===== src/rtl/apb4_reg_bridge_pkg.sv =====
// apb4_reg_bridge_pkg: shared state encoding and helpers for the APB4 register bridge.
package apb4_reg_bridge_pkg;
   typedef enum logic [1:0] {IDLE, REQ, WAIT, DONE} state_e;
   localparam int MAX_STRB = 8;
   function automatic int align_bits(input int data_width);
      return $clog2(data_width / 8);
   endfunction
   function automatic logic [8*MAX_STRB-1:0] strb_to_biten(input logic [MAX_STRB-1:0] strb);
      logic [8*MAX_STRB-1:0] b;
      for (int i = 0; i < MAX_STRB; i++) b[i*8 +: 8] = {8{strb[i]}};
      return b;
   endfunction
endpackage


===== src/rtl/apb4_reg_bridge_timer.sv =====
// apb4_reg_bridge_timer: hung-transaction counter; restarts from zero each time run rises.
module apb4_reg_bridge_timer #(
   parameter int TIMEOUT_CYCLES = 256
) (
   input  logic clk,
   input  logic rst_n,
   input  logic run,
   output logic expired
);
   localparam int CW = $clog2(TIMEOUT_CYCLES);
   logic [CW-1:0] cnt;
   always_ff @(posedge clk or negedge rst_n)
      if (!rst_n) cnt <= '0;
      else        cnt <= run ? cnt + 1'b1 : '0;
   assign expired = run && cnt == CW'(TIMEOUT_CYCLES - 1);
endmodule


===== src/rtl/apb4_reg_bridge.sv =====
// apb4_reg_bridge: APB4 completer issuing single req/stall/ack transactions to a register block.
// Optional hung-transaction timeout enabled by APB4_REG_BRIDGE_TIMEOUT_EN.
import apb4_reg_bridge_pkg::*;
module apb4_reg_bridge #(
   parameter int ADDR_WIDTH     = 8,
   parameter int DATA_WIDTH     = 32,
   parameter int TIMEOUT_CYCLES = 256
) (
   input  logic                    clk,
   input  logic                    rst_n,
   input  logic                    psel,
   input  logic                    penable,
   input  logic                    pwrite,
   input  logic [ADDR_WIDTH-1:0]   paddr,
   input  logic [DATA_WIDTH-1:0]   pwdata,
   input  logic [DATA_WIDTH/8-1:0] pstrb,
   output logic                    pready,
   output logic [DATA_WIDTH-1:0]   prdata,
   output logic                    pslverr,
   output logic                    bus_req,
   output logic                    bus_req_is_wr,
   output logic [ADDR_WIDTH-1:0]   bus_addr,
   output logic [DATA_WIDTH-1:0]   bus_wr_data,
   output logic [DATA_WIDTH-1:0]   bus_wr_biten,
   input  logic                    bus_req_stall_wr,
   input  logic                    bus_req_stall_rd,
   input  logic                    bus_rd_ack,
   input  logic                    bus_wr_ack,
   input  logic [DATA_WIDTH-1:0]   bus_rd_data,
   input  logic                    bus_rd_err,
   input  logic                    bus_wr_err
);
   localparam int SW = DATA_WIDTH / 8;
   localparam int AB = align_bits(DATA_WIDTH);
   localparam logic [ADDR_WIDTH-1:0] AMASK = ADDR_WIDTH'((1 << AB) - 1);
   state_e state, nxt;
   logic lat_wr, rsp_err, setup, mis, stall, ack, ack_err, expired, fin, fin_err;
   logic [ADDR_WIDTH-1:0] lat_addr;
   logic [DATA_WIDTH-1:0] lat_wdata, rsp_data, fin_data, biten;
   logic [SW-1:0] lat_strb;
   assign setup   = psel && !penable;
   assign mis     = |(paddr & AMASK);
   assign stall   = lat_wr ? bus_req_stall_wr : bus_req_stall_rd;
   assign ack     = lat_wr ? bus_wr_ack : bus_rd_ack;
   assign ack_err = lat_wr ? bus_wr_err : bus_rd_err;
   assign biten   = DATA_WIDTH'(strb_to_biten(MAX_STRB'(lat_strb)));
`ifdef APB4_REG_BRIDGE_TIMEOUT_EN
   apb4_reg_bridge_timer #(.TIMEOUT_CYCLES(TIMEOUT_CYCLES)) u_timer (
      .clk(clk), .rst_n(rst_n), .run(state == REQ || state == WAIT), .expired(expired)
   );
`else
   assign expired = 1'b0;
`endif
   always_ff @(posedge clk or negedge rst_n)
      if (!rst_n) state <= IDLE;
      else        state <= nxt;
   // Ack outranks timeout; a stalled REQ never consumes an ack.
   always_comb begin
      nxt      = state;
      fin      = 1'b0;
      fin_err  = 1'b0;
      fin_data = '0;
      case (state)
         IDLE: if (setup) begin
            nxt     = mis ? DONE : REQ;
            fin     = mis;
            fin_err = mis;
         end
         REQ, WAIT: if ((state == WAIT || !stall) && ack) begin
            nxt      = DONE;
            fin      = 1'b1;
            fin_err  = ack_err;
            fin_data = (lat_wr || ack_err) ? '0 : bus_rd_data;
         end else if (expired) begin
            nxt     = DONE;
            fin     = 1'b1;
            fin_err = 1'b1;
         end else if (state == REQ && !stall) nxt = WAIT;
         default: nxt = IDLE;
      endcase
   end
   always_ff @(posedge clk or negedge rst_n)
      if (!rst_n) begin
         lat_wr    <= 1'b0;
         lat_addr  <= '0;
         lat_wdata <= '0;
         lat_strb  <= '0;
         rsp_err   <= 1'b0;
         rsp_data  <= '0;
      end else begin
         if (state == IDLE && setup) begin
            lat_wr    <= pwrite;
            lat_addr  <= paddr;
            lat_wdata <= pwdata;
            lat_strb  <= pstrb;
         end
         if (fin) begin
            rsp_err  <= fin_err;
            rsp_data <= fin_data;
         end
      end
   assign pready        = state == DONE;
   assign pslverr       = pready && rsp_err;
   assign prdata        = rsp_data;
   assign bus_req       = state == REQ;
   assign bus_req_is_wr = bus_req && lat_wr;
   assign bus_addr      = bus_req ? lat_addr & ~AMASK : '0;
   assign bus_wr_data   = bus_req ? lat_wdata : '0;
   assign bus_wr_biten  = bus_req_is_wr ? biten : '0;
endmodule

===== config.mk =====
export PLATFORM = sky130hd
export DESIGN_NAME = apb4_reg_bridge
export DESIGN_NICKNAME = d
export VERILOG_FILES = /design/src/rtl/apb4_reg_bridge_pkg.sv /design/src/rtl/apb4_reg_bridge_timer.sv /design/src/rtl/apb4_reg_bridge.sv
export SDC_FILE = /design/constraint.sdc
export NUM_CORES = 1
export LEC_CHECK = 0
export CAP_MARGIN = 20
export CORE_MARGIN = 3
export CORE_UTILIZATION = 46
export CTS_BUF_LIST = sky130_fd_sc_hd__clkbuf_4
export CTS_CLUSTER_SIZE = 14
export DETAILED_ROUTE_END_ITERATION = 10
export HOLD_SLACK_MARGIN = 0.15
export PLACE_DENSITY_LB_ADDON = 0.25
export SYNTH_ARGS = -nofsm -noshare
export SYNTH_HDL_FRONTEND = slang
export SYNTH_SLANG_ARGS = --single-unit
export TNS_END_PERCENT = 50

===== constraint.sdc =====
create_clock -name clk -period 3.1 [get_ports clk]
set_input_delay 0.31 -clock clk [delete_from_list [all_inputs] [get_ports clk]]
set_output_delay 0.31 -clock clk [all_outputs]
set_load 0.02 [all_outputs]

* Word-level counts from Yosys, hierarchy flattened
Cells that the tools add are included.
** Storage, ports and cells
- Register bits after elaboration :: 80
- Output and inout bits :: 108
- Logic and storage cells :: 45
** Cells by class
- Equality and inequality tests :: 5
- Mux-type cells :: 19
- Reductions and logical operators :: 14
** Operators with widths (count)
- 2-to-1 mux 32 bit :: 5
- 2-to-1 mux 2 bit :: 4
- 2-to-1 mux 8 bit :: 1
- logical AND 1 bit :: 6
- 2-to-1 mux 1 bit :: 6
- == test 2 bit (second input constant) :: 2
- case mux 1 bit (2 select lines) :: 2
- case mux 2 bit (2 select lines) :: 1
- OR reduction 2 bit :: 2
- inequality test 3 bit (second input constant) :: 1
- == test 2 x 1 -> 1 bit (second input constant) :: 1
- zero test 1 bit :: 2
- zero test 2 bit :: 1
- logical OR 1 bit :: 2
- inequality test 2 bit (second input constant) :: 1
- AND reduction 2 bit :: 1

* Longest topological paths before layout
Gate-level depths: netlist of run 1.
- Depth after elaboration :: 6
- Mapped depth :: 8

* Worst setup path before layout of run 1
Ideal clock, no wire load.
- Path kind :: register to output
- From :: register state[1]
- To :: output bus_wr_biten[17]
- Arrival :: 1670 ps
- Data required time :: 2790 ps
- Setup slack :: 1120 ps
- Cell stages (with the launch flop) :: 6
- Path buffers :: 2
- Cell sequence :: dfrtp_1 > inv_1 > ha_1 > clkbuf_1 > and3_1 > buf_4
** Between the ends
- Longest elaborated chain between the ends :: 3
** Ends and longest elaborated chain
- from (decl) :: RTL line apb4_reg_bridge.sv:36 : state_e state, nxt;
- from (signal assigned) :: RTL line apb4_reg_bridge.sv:56 : else state <= nxt;
- == test 2 x 1 -> 1 bit :: RTL line apb4_reg_bridge.sv:105 : assign bus_req = state == REQ;
- named net bus_req :: RTL line apb4_reg_bridge.sv:20 : output logic bus_req,
- logical AND 1 bit :: RTL line apb4_reg_bridge.sv:106 : assign bus_req_is_wr = bus_req && lat_wr;
- 2-to-1 mux 32 bit :: RTL line apb4_reg_bridge.sv:109 : assign bus_wr_biten = bus_req_is_wr ? biten : '0;
- to (decl) :: RTL line apb4_reg_bridge.sv:24 : output logic [DATA_WIDTH-1:0] bus_wr_biten,
The timed path passes the listed nets, and every way through them passes these cells.

* Final worst setup path of run 1
- From :: register state[1]
- To :: output bus_wr_biten[30]
** Between the ends
- Longest elaborated chain between the ends :: 3
** Ends and longest elaborated chain (RTL line)
- == test 2 x 1 -> 1 bit :: apb4_reg_bridge.sv:105
- logical AND 1 bit :: apb4_reg_bridge.sv:106
- 2-to-1 mux 32 bit :: apb4_reg_bridge.sv:109
Every way passes these cells.

==> reports/summary.txt, run 1 <==
Async SR Flop Fraction: 100.0%
Mapped Area: 0.004076 sq mm
Reg2reg setup slack: 0.89 ns
Final period util: 92.09%
Die ar.: 0.01003 sq mm
Reg clk slew, reported paths: 0.14 ns
Worst setup EP type: output pin
#FFs+latches synth: 78
Unique masters post-synth: 36
Worst min-delay path class: in2reg
Top-count cell post-synth: dfrtp_1
Worst slew pin tran: 0.9590 ns
Post-layout min period: 2.855 ns
DRC Markers: 0
First-pass GRT wire length: 17,660 microns
Num CTS Buffers: 9
RSZ-0062 raised after global routing: no
Final nets: 635
Grt ovf: 0
Max-slew violations: 0
Initial antenna violation count: 0
Final-report hold violation count: 0
Starting Density: 48.40%
Synth Flop Type: dfrtp_1
First DRT Iteration DRCs: 134
Setup TNS: 0 ns
Gpl congestion: 0.7672
Post-CTS Setup Bufs: 0
Clk_lat worst skew: 0.42 ns
DRT Pass-1 Iters: 4
IO buf count: 192
Fmax: 350.3 MHz
Rows: 33
Worst vdd ir: 468.0 uV
CP max FO: 40
DR vias/cell: 5.362
Largest area contributor in the netlist: dfrtp_1
ANT cells: 0
Mapped Cells: 391
Clk buf depth: 2
Total number of vias: 3,507
Syn_area_per_cell: 10.43 sq um
Status: complete, no violations
CORE AREA: 0.008423 sq mm
Syn-to-layout area delta: 47.08%
Die H: 100.1 microns
Number of fill cells: 642
Synth top cells by count: 78 x dfrtp_1, 64 x nand3_1, 43 x mux2_2
Pin count of the biggest net entering global routing: 79
DRT Wirelength: 11,000 microns
Register area share after synthesis: 47.88%
Drt wl/cell: 16.83 microns
CTS tree: done
Max cap viols: 0
Type of origin of the critical path: flop
PwrDens: 997.4 mW/mm^2
Share of cells above drive strength 1: 13.66%
Leak: 2.491 nW
GR Util All Layers: 22.18%
Crit path DAT: 2.54 ns
Chip width: 100.1 microns
Design Area, Final: 0.005996 sq mm
Clock sink count: 78
Post-route clock skew: 0.02197 ns
Worst endpoint required time: 2.79 ns
Root buffer cell: clkbuf_4
Placed wire-length estimate: 7942 microns
Slew headroom: 36.06%
Setup Viol. Count Final: 0
Number of global-route vias before repair: 3,497
CP Class: reg2out
Largest cells by area after synthesis: dfrtp_1 48%, mux2_2 12%, nand3_1 7.9%, and2_1 6.1%, o211ai_1 5.9%
H-tree depth: 3
Number of flops mapped to enable cells by yosys: 0
I/O pin count: 195
Placed inst area: 0.005826 sq mm
Ys Warns: 0
Synth top area share: 47.88%
Antenna-violating nets left: 0
-- critical path, cell delays in order, from the launching register on --
cell	delay, ns
dfrtp_1	0.44
inv_1	0.09
ha_1	0.25
buf_4	0.34
and3_1	0.35
clkdlybuf4s50_1	0.66
-- registers in the layout, indices dropped and copies added (netlist names) --
register / flops
lat_wr: 1
prdata: 32
rsp_err: 1
lat_wdata: 32
lat_addr: 6
state: 2
lat_strb: 4
-- timing repair --
item,4_1_cts,5_1_grt
resized for setup,0,0
endpoints found under the hold margin,78,0
hold buffers,1,0
-- metal layers --
| metal | routed length, microns | global-route usage (%) | vias to the layer above | part of all wire [%] |
|---|---|---|---|---|
| li1 | - | - | 1635 | - |
| met1 | 4404 | 27.72 | 1702 | 40 |
| met2 | 5595 | 38.23 | 157 | 51 |
| met3 | 857 | 5.698 | 13 | 7.8 |
| met4 | 146 | 5.907 | 0 | 1.3 |
| met5 | 0 | 0 | - | 0 |
-- stage by stage --
step / hold slack (ns) / power, mW / setup WS, ns / std cells / utilization [%]
after floorplan: 0.01441 / 3.979 / 1.120 / 392 / -
final: 0.4270 / 5.980 / 0.2454 / 654 / 71.18
after global routing: 0.4178 / 6.358 / 0.03357 / 654 / 71.18
after detailed placement: 0.4864 / 5.321 / 0.6741 / 637 / 69.16
after CTS: 0.4150 / 6.025 / 0.1963 / 654 / 71.18
after global placement: 0.4803 / 5.210 / 0.7546 / 637 / 69.16
-- logic make-up after synthesis --
| family | count (synthesis) | synth area share (%) |
|---|---|---|
| AO/OA/AOI/OAI | 45 | 8.809 |
| adder cells (fa/ha/maj) | 4 | 1.228 |
| buffers and inverters | 64 | 9.546 |
| flip-flops | 78 | 47.88 |
| multiplexers | 47 | 12.98 |
| other | 1 | 0.09199 |
| AND/OR/NAND/NOR | 152 | 19.46 |
-- path summary, 6_finish.rpt --
| path | from | end | depth (start not counted) |
|---|---|---|---|
| setup / recovery | state[1]$_DFFE_PN0P_ | bus_wr_biten[30] | 5 |
| hold / removal | bus_rd_data[15] | prdata[15]$_DFFE_PN0P_ | 3 |
| setup reg to reg | lat_wr$_DFFE_PN0P_ | prdata[22]$_DFFE_PN0P_ | 5 |
| hold reg to reg | lat_wdata[23]$_DFFE_PN0P_ | lat_wdata[23]$_DFFE_PN0P_ | 1 |
| max in group asynchronous | rst_n | prdata[23]$_DFFE_PN0P_ | 2 |
| min in group asynchronous | rst_n | lat_wdata[11]$_DFFE_PN0P_ | 2 |
-- where the power goes --
group / internal (mW) / switching, mW / leakage [nW]
Clock: 0.335 / 0.365 / 0.0844
Sequential: 1.53 / 0.337 / 0.942
Combinational: 1.62 / 1.79 / 1.46
Total: 3.49 / 2.49 / 2.49
-- area by class of cell --
cell class	instances	area [sq um]	share of cell area, %
well taps	105	131.4	2.191
clock inverters	6	85.08	1.419
flip-flops and latches	78	1952	32.55
repair buffers	201	1989	33.18
multi-input cells	250	1748	29.15
inverters	4	15.01	0.2504
clock buffers	10	75.07	1.252
-- layout by cell type (no fill, tap or decap), types with 3 or more instances in the layout --
master           Yosys  routed
buf_4               30       9
clkbuf_4             0      10
mux2i_1              3       3
and2_1              40      40
and3_1               4       4
mux2_2              43      43
nand3_1             64      64
nand2b_1             3       3
dfrtp_1             78      78
inv_1                3       3
o211ai_1            32      32
ha_1                 4       4
clkdlybuf4s50_1      0     191
nand2_1             34      34
Note: power is estimated with default switching activity, not from simulation.
==> run 2: changes to the inputs <==
--- a/config.mk
+++ b/config.mk
@@ -6,6 +6,7 @@
 export NUM_CORES = 1
 export LEC_CHECK = 0
 export CAP_MARGIN = 20
+export CORE_ASPECT_RATIO = 1.4
 export CORE_MARGIN = 3
 export CORE_UTILIZATION = 46
 export CTS_BUF_LIST = sky130_fd_sc_hd__clkbuf_4
==> run 2 against run 1 <==
Effect of this change:
- die area increased by 0.16%
- highest routed layer unchanged
- fmax rose by 4.8%
- register-to-register slack gained 0.12 ns
- critical path type unchanged
==> reports/summary.txt, run 2 (synthesis gave the netlist of run 1 again) <==
Status: complete, no violations
Antenna-violating nets left: 0 (unchanged)
Pin count of the biggest net entering global routing: 79 (unchanged)
Grt ovf: 0 (unchanged)
Setup TNS: 0 ns (unchanged)
Drt wl/cell: 16.56 microns (-1.6%)
First DRT Iteration DRCs: 152 (+13%)
Post-layout min period: 2.725 ns (-0.1295 ns)
Worst slew pin tran: 0.9725 ns (+0.01343 ns)
Power Total: 5.881 mW (-1.7%)
Final nets: 637 (+0.31%)
Num CTS Buffers: 9 (unchanged)
Reg clk slew, reported paths: 0.12 ns (-0.02 ns)
Total number of vias: 3,476 (-0.88%)
ANT cells: 0 (unchanged)
Final-report hold violation count: 0 (unchanged)
Number of global-route vias before repair: 3,552 (+1.6%)
Die H: 117.4 microns (+17%)
Final WS setup: 0.3748 ns (+0.1295 ns)
Max cap viols: 0 (unchanged)
Final period util: 87.91% (-4.2 points)
Post-route clock skew: 0.01238 ns (-0.009593 ns)
I/O pin count: 195 (unchanged)
DR vias/cell: 5.299 (-1.2%)
Chip width: 85.56 microns (-15%)
Most frequent cells in the layout: 191 x clkdlybuf4s50_1, 78 x dfrtp_1, 64 x nand3_1
Root buffer cell: clkbuf_4
Leak: 2.489 nW (about the same)
DRC Markers: 0 (unchanged)
CP Class: reg2out
DRT Pass-1 Iters: 4 (unchanged)
Gpl congestion: 0.7637 (-0.46%)
CTS tree: done
Share of cells above drive strength 1: 13.79% (+0.13 points)
RSZ-0062 raised after global routing: no
Starting Density: 47.35% (-1.0 points)
Type of origin of the critical path: flop
Placed wire-length estimate: 7974 microns (+0.40%)
Post-CTS sizing: 0 (unchanged)
Die ar.: 0.01004 sq mm (+0.16%)
Fmax: 367.0 MHz (+4.8%)
Setup Viol. Count Final: 0 (unchanged)
DRT Wirelength: 10,860 microns (-1.3%)
Most common cell after layout, fill and taps aside: clkdlybuf4s50_1
Syn-to-layout area delta: 46.78%
Rows: 40 (+21%)
GR Util All Layers: 21.70% (-0.48 points)
Slew headroom: 35.17% (-0.90 points)
Worst setup EP type: output pin
Crit path DAT: 2.42 ns (-0.12 ns)
Final Core Density: 69.51% (-1.7 points)
Pre-CTS setup slack: 0.8167 ns (+0.1426 ns)
CP max FO: 36 (-10%)
Max-slew violations: 0 (unchanged)
Worst endpoint required time: 2.79 ns (about the same)
PwrDens: 983.0 mW/mm^2 (-1.4%)
First-pass GRT wire length: 17,590 microns (-0.39%)
Clock sink count: 78 (unchanged)
Initial antenna violation count: 0 (unchanged)
H-tree depth: 3 (unchanged)
Clk_lat worst skew: 0.42 ns (about the same)
IO buf count: 192 (unchanged)
Worst vdd ir: 551.5 uV (+18%)
CORE AREA: 0.008608 sq mm (+2.2%)
Worst min-delay path class: in2reg
Clk buf depth: 2 (unchanged)
==> run 2: changes by cell type in the layout (fill, tap and decap cells not counted) <==
cell	before	now
buf_4	9	11
bufinv_16	2	1
clkinv_1	1	2
inv_6	1	0
clkbuf_4	10	11
==> run 2: timing repair <==
item,4_1_cts,5_1_grt
hold endpoints to repair,78,0
setup buffers,0,0
hold buffers,1,0
==> run 2: final cells by class <==
| cell class | instances | area [sq um] |
|---|---|---|
| fill | 664 | 2625 |
| timing repair buffer | 203 | 2004 |
| sequential | 78 | 1952 |
| multi-input combinational | 250 | 1748 |
| tap | 105 | 131.4 |
| clock buffer | 11 | 82.58 |
| clock inverter | 5 | 50.05 |
| inverter | 4 | 15.01 |
==> run 2: report_power, final <==
group	switching, mW	leakage (nW)	internal, mW
Combinational	1.77	1.47	1.63
Clock	0.337	0.0719	0.258
Sequential	0.346	0.942	1.54
Total	2.45	2.49	3.43
==> run 2: final timing paths <==
| check | from | to | slack, ns | cells past startpoint |
|---|---|---|---|---|
| setup / recovery | state[1]$_DFFE_PN0P_ | bus_wr_data[21] | 0.37 | 5 |
| hold / removal | bus_rd_data[20] | prdata[20]$_DFFE_PN0P_ | 0.44 | 3 |
| setup reg to reg | state[0]$_DFFE_PN0P_ | state[0]$_DFFE_PN0P_ | 1.01 | 7 |
| hold reg to reg | lat_strb[1]$_DFFE_PN0P_ | lat_strb[1]$_DFFE_PN0P_ | 0.51 | 1 |
| max in group asynchronous | rst_n | prdata[10]$_DFFE_PN0P_ | 1.89 | 2 |
| min in group asynchronous | rst_n | prdata[16]$_DFFE_PN0P_ | 0.56 | 2 |
==> run 2: routing by layer <==
metal | up-vias | wire [microns] | track usage, %
met3 | 23 | 810 | 4.708
met1 | 1664 | 4216 | 26.18
met5 | - | 0 | 0
met2 | 151 | 5501 | 36.53
li1 | 1638 | - | -
met4 | 0 | 335 | 9.802
==> run 2: metrics by stage <==
step	hold slack [ns]	cells	area [sq um]
floorplan	0.01441	392	4080
global placement	0.4812	639	5841
detailed placement	0.4884	639	5841
CTS	0.4155	656	5983
global route	0.4197	656	5983
finish	0.4444	656	5983
==> run 2: critical path: stages (launching register included) <==
cell and delay (ns):
dfrtp_1 0.43, inv_1 0.10, ha_1 0.34, buf_4 0.33, and2_1 0.18, clkdlybuf4s50_1 0.62
